==> src/rtl/bp_pkg.sv <==
// Types and helpers shared by the branch predictor top level and its update FIFO.
package bp_pkg;

    // Widest branch PC carried through predictor structures.
    localparam int BP_PC_WIDTH = 64;

    // One in-flight branch: its PC and the direction the predictor guessed.
    typedef struct packed {
        logic [BP_PC_WIDTH-1:0] pc;
        logic                   pred;
    } bp_entry_t;

    // Occupancy of the update FIFO.
    typedef enum logic [1:0] {
        OCC_EMPTY   = 2'd0,
        OCC_PARTIAL = 2'd1,
        OCC_FULL    = 2'd2
    } occ_state_t;

    // A branch was mispredicted when the stored guess differs from the real outcome.
    function automatic logic is_mispredict(input bp_entry_t entry, input logic taken);
        return entry.pred != taken;
    endfunction

endpackage

==> src/rtl/bp_fifo_mem.sv <==
// Entry storage for the update FIFO: one synchronous write port, one
// asynchronous read port so the head entry is visible in the pop cycle.
module bp_fifo_mem
    import bp_pkg::*;
#(
    parameter int DEPTH = 8,
    parameter int AW    = $clog2(DEPTH)
) (
    input  logic            clk,
    input  logic            wr_en,
    input  logic [AW-1:0]   wr_addr,
    input  bp_entry_t       wr_data,
    input  logic [AW-1:0]   rd_addr,
    output bp_entry_t       rd_data
);

    // Contents are never reset; pointers and count decide what is valid.
    bp_entry_t mem_q [DEPTH];

    // Write the pushed entry at the tail slot.
    always_ff @(posedge clk) begin
        if (wr_en) begin
            mem_q[wr_addr] <= wr_data;
        end
    end

    assign rd_data = mem_q[rd_addr];

endmodule

==> src/rtl/bp_update_fifo.sv <==
// In-order queue of predicted branches awaiting resolution. Each resolve pops
// the oldest entry and emits a registered one-cycle training update for the
// predictor, flagging mispredictions and counting them (saturating).
module bp_update_fifo
    import bp_pkg::*;
#(
    parameter int DEPTH    = 8,
    parameter int PC_WIDTH = BP_PC_WIDTH   // must not exceed BP_PC_WIDTH
) (
    input  logic                       clk,
    input  logic                       rst,
    input  logic                       fetch_valid,
    input  logic [PC_WIDTH-1:0]        fetch_pc,
    input  logic                       fetch_pred,
    output logic                       fetch_ready,
    input  logic                       resolve_valid,
    input  logic                       resolve_taken,
    input  logic                       flush,
    output logic                       upd_valid,
    output logic [PC_WIDTH-1:0]        upd_pc,
    output logic                       upd_outcome,
    output logic                       mispredict,
    output logic [$clog2(DEPTH+1)-1:0] count,
    output logic                       resolve_err,
    output logic [31:0]                mispred_cnt
);

    localparam int AW = $clog2(DEPTH);
    localparam int CW = $clog2(DEPTH + 1);

    logic [AW-1:0]       head_q, head_d;
    logic [AW-1:0]       tail_q, tail_d;
    logic [CW-1:0]       count_q, count_d;
    occ_state_t          occ_q, occ_d;
    logic                upd_valid_q, upd_valid_d;
    logic [PC_WIDTH-1:0] upd_pc_q, upd_pc_d;
    logic                upd_outcome_q, upd_outcome_d;
    logic                mispredict_q, mispredict_d;
    logic                resolve_err_q, resolve_err_d;
    logic [31:0]         mispred_cnt_q, mispred_cnt_d;

    logic      push;
    logic      pop;
    bp_entry_t wr_entry;
    bp_entry_t rd_entry;

    // Ready depends on registered occupancy only; a pop in the same cycle
    // does not open a slot for a push.
    assign fetch_ready = (occ_q != OCC_FULL);
    assign push        = fetch_valid && fetch_ready && !flush;
    assign pop         = resolve_valid && (occ_q != OCC_EMPTY);

    assign wr_entry.pc   = BP_PC_WIDTH'(fetch_pc);
    assign wr_entry.pred = fetch_pred;

    bp_fifo_mem #(
        .DEPTH (DEPTH),
        .AW    (AW)
    ) u_mem (
        .clk     (clk),
        .wr_en   (push),
        .wr_addr (tail_q),
        .wr_data (wr_entry),
        .rd_addr (head_q),
        .rd_data (rd_entry)
    );

    // Next-state: pointers, occupancy and the training update from a pop.
    always_comb begin
        head_d        = head_q;
        tail_d        = tail_q;
        count_d       = count_q;
        upd_valid_d   = 1'b0;
        upd_pc_d      = upd_pc_q;
        upd_outcome_d = upd_outcome_q;
        mispredict_d  = 1'b0;
        resolve_err_d = resolve_valid && (occ_q == OCC_EMPTY);
        mispred_cnt_d = mispred_cnt_q;

        if (push) begin
            tail_d = tail_q + AW'(1);
        end
        if (pop) begin
            head_d        = head_q + AW'(1);
            upd_valid_d   = 1'b1;
            upd_pc_d      = PC_WIDTH'(rd_entry.pc);
            upd_outcome_d = resolve_taken;
            mispredict_d  = is_mispredict(rd_entry, resolve_taken);
        end

        unique case ({push, pop})
            2'b10:   count_d = count_q + CW'(1);
            2'b01:   count_d = count_q - CW'(1);
            default: count_d = count_q;
        endcase

        // A flush squashes everything still queued; the popped update survives.
        if (flush) begin
            head_d  = '0;
            tail_d  = '0;
            count_d = '0;
        end

        if (mispredict_d && (mispred_cnt_q != 32'hFFFF_FFFF)) begin
            mispred_cnt_d = mispred_cnt_q + 32'd1;
        end

        if (count_d == '0) begin
            occ_d = OCC_EMPTY;
        end else if (count_d == CW'(DEPTH)) begin
            occ_d = OCC_FULL;
        end else begin
            occ_d = OCC_PARTIAL;
        end
    end

    // State and registered outputs; reset acts immediately.
    always_ff @(posedge clk or posedge rst) begin
        if (rst) begin
            head_q        <= '0;
            tail_q        <= '0;
            count_q       <= '0;
            occ_q         <= OCC_EMPTY;
            upd_valid_q   <= 1'b0;
            upd_pc_q      <= '0;
            upd_outcome_q <= 1'b0;
            mispredict_q  <= 1'b0;
            resolve_err_q <= 1'b0;
            mispred_cnt_q <= '0;
        end else begin
            head_q        <= head_d;
            tail_q        <= tail_d;
            count_q       <= count_d;
            occ_q         <= occ_d;
            upd_valid_q   <= upd_valid_d;
            upd_pc_q      <= upd_pc_d;
            upd_outcome_q <= upd_outcome_d;
            mispredict_q  <= mispredict_d;
            resolve_err_q <= resolve_err_d;
            mispred_cnt_q <= mispred_cnt_d;
        end
    end

    assign upd_valid   = upd_valid_q;
    assign upd_pc      = upd_pc_q;
    assign upd_outcome = upd_outcome_q;
    assign mispredict  = mispredict_q;
    assign count       = count_q;
    assign resolve_err = resolve_err_q;
    assign mispred_cnt = mispred_cnt_q;

endmodule

==> config.mk <==
export PLATFORM = sky130hd
export DESIGN_NAME = bp_update_fifo
export DESIGN_NICKNAME = d
export VERILOG_FILES = /design/src/rtl/bp_pkg.sv /design/src/rtl/bp_fifo_mem.sv /design/src/rtl/bp_update_fifo.sv
export SDC_FILE = /design/constraint.sdc
export NUM_CORES = 1
export LEC_CHECK = 0
export BUFFER_PORTS_ARGS = -buffer_cell sky130_fd_sc_hd__buf_2
export CAP_MARGIN = 20
export CORE_MARGIN = 2
export CORE_UTILIZATION = 55
export CTS_CLUSTER_SIZE = 30
export DETAILED_ROUTE_END_ITERATION = 12
export HOLD_SLACK_MARGIN = 0.1
export PLACE_DENSITY = 0.83
export REMOVE_ABC_BUFFERS = 1
export SYNTH_ARGS = -nofsm -noshare
export SYNTH_HDL_FRONTEND = slang
export SYNTH_HIERARCHICAL = 1
export SYNTH_SLANG_ARGS = --single-unit
==> constraint.sdc <==
create_clock -name clk -period 7.4 [get_ports clk]
set_input_delay 1.11 -clock clk [delete_from_list [all_inputs] [get_ports clk]]
set_output_delay 1.11 -clock clk [all_outputs]
set_load 0.01 [all_outputs]
## Yosys cells after proc, flatten, opt, wreduce, memory -nomap -nowiden

Memory sizes are Yosys's and may differ from the RTL's.
Index checks and enable logic that the tools add are counted.

- Flip-flop bits (word level): 112
- Bits of input ports: 71
- Bits in writable memories: 520
- Memories kept: 1
- Output and inout bits: 105
- Logic and storage cells: 45

- Add/sub/neg operators: 5
- Equal/unequal tests: 6
- Multiplexer cells: 12
- Reduce and logical (&&, ||, !) cells: 11

Memories:

| memory | words | width | rd ports | clocked after Yosys merged registers in | wr ports | line | text |
|---|---|---|---|---|---|---|---|
| u_mem.mem_q | 8 | 65 | 1 | 0 | 1 | bp_fifo_mem.sv:18 | `bp_entry_t mem_q [DEPTH];` |

Operators with widths:

| operator | number |
|---|---|
| $add 32x1->32 const B | 1 |
| $ne 32x32->1 const B | 1 |
| $mux 3 | 4 |
| $pmux 4 s2 | 1 |
| $add 3x1->3 const B | 2 |
| $reduce_bool 2->1 | 3 |
| $logic_and 1x1->1 | 5 |
| $add 4x1->4 const B | 1 |
| $eq 4x4->1 const B | 1 |
| $logic_not 4->1 | 1 |
| $mux 1 | 4 |
| $mux 2 | 2 |
| $mux 4 | 1 |
| $sub 4x1->4 const B | 1 |
| $eq 2x1->1 const B | 1 |
| $eq 2x2->1 const B | 1 |
| $logic_not 2->1 | 1 |
| $ne 2x2->1 const B | 1 |
| $logic_not 1->1 | 1 |
| $ne 1x1->1 | 1 |

## Longest topological paths before layout

- Depth in word-level cells: 9
- Gate-level depth with buffers: 11
- Mapped depth without buffers: 11

## Hierarchy

The synthesis kept the hierarchy.

By module, submodules not included:

| module | cells an instance | sequential area each (um2) | instances | area an instance (um2) |
|---|---|---|---|---|
| bp_fifo_mem | 764 | 15615.0 | 1 | 19556.3 |
| bp_update_fifo | 497 | 2802.7 | 1 | 4815.9 |

## Worst setup path after synthesis

OpenSTA, ideal clock, no wires.

- Path kind: input to register
- Start point: in fetch_valid
- End point: mem u_mem/mem_q[0][0] in the netlist's numbering (enable)
- Setup time: 0.568 ns
- Data arrival time: 6.071 ns
- Stages: 5
- Required time: 6.832 ns
- Setup slack: 0.762 ns
- Path buffers: 0
- Cell sequence: nand2_1 or2_2 inv_1 nand2b_1 nor3_1

- Longest elaborated chain between the ends: 4

RTL lines:

| what | line | text |
|---|---|---|
| from (decl) | bp_update_fifo.sv:12 | `input logic fetch_valid,` |
| $logic_and 1x1->1 (2 in a row) | bp_update_fifo.sv:50 | `assign push = fetch_valid && fetch_ready && !flush;` |
| net push | bp_update_fifo.sv:42 | `logic push;` |
| $mux 1 | bp_fifo_mem.sv:22 | `if (wr_en) begin` |
| $mux 1 (not written as such) | bp_fifo_mem.sv:23 | `mem_q[wr_addr] <= wr_data;` |
| to (decl) | bp_fifo_mem.sv:18 |  |

The timed path passes the listed nets, and every way through them passes these cells.

## Worst setup path after layout

- Start point: reg occ_q[0]
- End point: mem u_mem/mem_q[1][49] in the netlist's numbering (enable)

- Longest elaborated chain between the ends: 5

RTL lines:

| what | line | text |
|---|---|---|
| from (decl) | bp_update_fifo.sv:34 | `occ_state_t occ_q, occ_d;` |
| from (signal assigned) | bp_update_fifo.sv:123 | `occ_q <= OCC_EMPTY;` |
| from (signal assigned) | bp_update_fifo.sv:134 | `occ_q <= occ_d;` |
| $ne 2x2->1 | bp_update_fifo.sv:49 | `assign fetch_ready = (occ_q != OCC_FULL);` |
| $logic_and 1x1->1 (2 in a row) | bp_update_fifo.sv:50 |  |
| net push | bp_update_fifo.sv:42 |  |
| $mux 1 | bp_fifo_mem.sv:22 |  |
| $mux 1 (not written as such) | bp_fifo_mem.sv:23 |  |

The timed path passes the listed nets, and every way through them passes these cells.

==> impl_results.md <==
- Ys flop type: edfxtp_1
- Area Growth Syn to Fin: 13.84%
- Share of cells above drive strength 1: 33.11%
- Routed length per placed instance: roughly 23 um
- Boundary pin count: 176
- Total Power: slightly above 0.008 W
- Vias in the first global route: between 10000 and 15000
- First-pass GRT wire length: 76240 um
- Cells along the critical path: nand2b_1 > nand2_1 > or2_2 > inv_1 > nand2b_1 > nor2_4 > buf_4
- Number of library cell types mapped by synthesis: between 40 and 50
- Post-Place Cells: a little under 2000
- Initial core utilization: 55.48%
- CTS sink count: ~630
- #FFs+latches synth: 632
- H-tree lvl count: 2
- Crit start category: register
- DRC: 0
- Initial antenna violation count: 7
- Worst setup margin: between 3 and 4 ns
- Clk Latency, worst-skew pair: between 0.6 and 0.7 ns
- Worst vdd ir: 0.0002399 V
- Pin count of the biggest net entering global routing: approximately 100
- Pre-CTS setup slack: 3.413 ns
- Final count of pins violating max slew: 0
- R2R Path Start: occ_q[0]
- Cell family with most CP delay: simple AND/OR/NAND/NOR gates
- CTS tree: built
- FP Rows: between 70 and 80
- Final setup TNS: 0 ns
- Die H: 214.5 um
- Buffer depth of the longest clock path: 3
- Initial DRC Count: 1216
- Post-cts resize count: 0
- Worst path most repeated cell: nand2b_1
- All-layer global routing usage: between 20% and 30%
- Met2 Use GR: around 36%
- Slowest cell on crit path: nor2_4
- Clock slew at reported path FFs: roughly 0.060 ns
- Met3 Usage GRT: between 4 and 5%
- Worst min path class: reg2reg
- Grt total ovfl: 0
- P per Cell Area: 298.7 mW/mm^2
- Fin crit period: 3.474 ns
- RSZ-0062 raised after global routing: false
- Rel. slew slack: approximately a quarter
- Register area share after synthesis: between 70% and 80%
- Post-Syn Area per Cell: a little under 20 um^2
- WP data arrival: 3.70 ns
- Reg2Reg Setup Slack: 3.93 ns
- RR Endpoint: u_mem/mem_q[1][49]
- Most common cell after layout, fill and taps aside: edfxtp_1
- Postcts setup bufs: 0
- Hold Vio Cnt, Final: 0
- Setup violators final: 0
- Layout Skew: around 0.04 ns
- Hold Path End: upd_pc[13]
- HPWL Detailed: 27110 um
- Core Region: roughly 0.044 mm^2
- Nets: approximately 1500
- CP Max Fanout: 38
- Post-Syn Instances: 1261
- Hold_buf cts: 0
- Status: completed
- Die area: 0.04601 mm^2
- Drt first pass iters: 5
- GRT busiest layer: met2
- Die width: between 200 and 250 um
- Fmax: around 290 MHz
- Hold Path Origin: upd_pc[13]
- Cts bufs inserted: 59
- Final instance count without filler cells: between 2000 and 2500
- Vias: around 12000
- RD Place Congestion: 0.8102
- Crit. End Element: register
- WP buf/inv: 2
- Final period utilization: about 47%
- Drt total wl: 48840 um
- CTS root buf: clkbuf_16
- M1 GR Usage: between 20% and 30%
- Reg2Reg Depth: 7
- Critical path required time: approximately 7.6 ns
- Max Cap Violations: 0
- Share of the core filled with cells: 63.15%
- Class of the most critical setup path: reg2reg
- Synth warn: 6
- IO buf count: 175
- Fraction of registers with async set/reset: between 10% and 20%
- Worst path max stage delay: 0.91 ns
- Worst hold path stage count: 2
- Final ANT Viol Nets: 0
- Commonest non-fill, non-tap cells in the layout: 520 x edfxtp_1, 215 x nand2_1, 175 x buf_2
- Synth Cell Area: 0.02437 mm^2
- Pleak: between 9 and 10 nW
- Worst-margin pin slew: around 1.1 ns
- EDFF count, synth: 520
- Vias per cell: just under 6
[worst max path at each step]
stage | startpoint | endpoint | cells past startpoint | slack (ns)
detailed placement | flush | u_mem/mem_q[1][5] | 6 | 3.41
floorplan | head_q[0] | mispred_cnt[25] | 7 | 0.07
CTS | occ_q[0] | u_mem/mem_q[1][10] | 7 | 3.91
global placement | resolve_valid | occ_q[1] | 11 | 3.51
finish | occ_q[0] | u_mem/mem_q[1][49] | 7 | 3.93
global route | occ_q[0] | u_mem/mem_q[1][49] | 7 | 3.75
[metrics by stage]
step                      cell area (um^2)  hold slack (ns)
final                                27740           0.4692
after global placement               25900           0.4567
after global routing                 27740           0.4970
after CTS                            27740           0.4783
after floorplan                      24070           0.4230
after detailed placement             25900           0.4570
[report_power, final]
part	internal, W	switching, W
sequential	0.00410	0.000162
combinational	0.000546	0.000637
clock	0.00155	0.00129
total	0.00620	0.00209
[logic make-up after synthesis]
logic type / share of synthesized area, %
AND/OR/NAND/NOR: 5.883
buffers and inverters: 1.345
multiplexers: 15.17
flip-flops: 75.57
adder cells (fa/ha/maj): 0.3080
XOR/XNOR: 1.402
AO/OA/AOI/OAI: 0.3285
[cell usage after synthesis (all sizes together), types with 15 or more instances]
cell type | number | area, um^2
clkbuf | 23 | 86.33
mux2 | 67 | 758.2
xor2 | 25 | 219.0
buf | 31 | 215.2
nand2 | 215 | 807.0
nor2 | 21 | 78.83
nand4 | 15 | 100.1
mux4 | 130 | 2928
dfrtp | 112 | 2803
edfxtp | 520 | 15610
[routing by layer]
layer	vias up	part of all wire (%)
met2	429	50
li1	5310	-
met4	8	2.1
met1	6375	41
met5	-	0.13
met3	78	6.4
[cell type report]
cell class	count	area [um^2]
antenna	3	7.507
clock buffer	77	1574
clock inverter	35	259.0
fill	2965	16190
inverter	7	32.53
multi-input combinational	568	5693
sequential	632	18430
tap	592	740.7
timing repair buffer	191	1008
[flip-flops by register name, indices dropped and copies added (netlist names), 2 cells and up]
register     flops
count            4
tail_q           3
head_q           3
mispred_cnt     32
upd_pc          64
u_mem/mem_q    520
occ_q            2
[tightest hold or removal path: stages (launching register included)]
cell     delay [ns]
dfrtp_1        0.34
nand2_1        0.05
nand2_1        0.05
(Power assumes the default switching activity.)
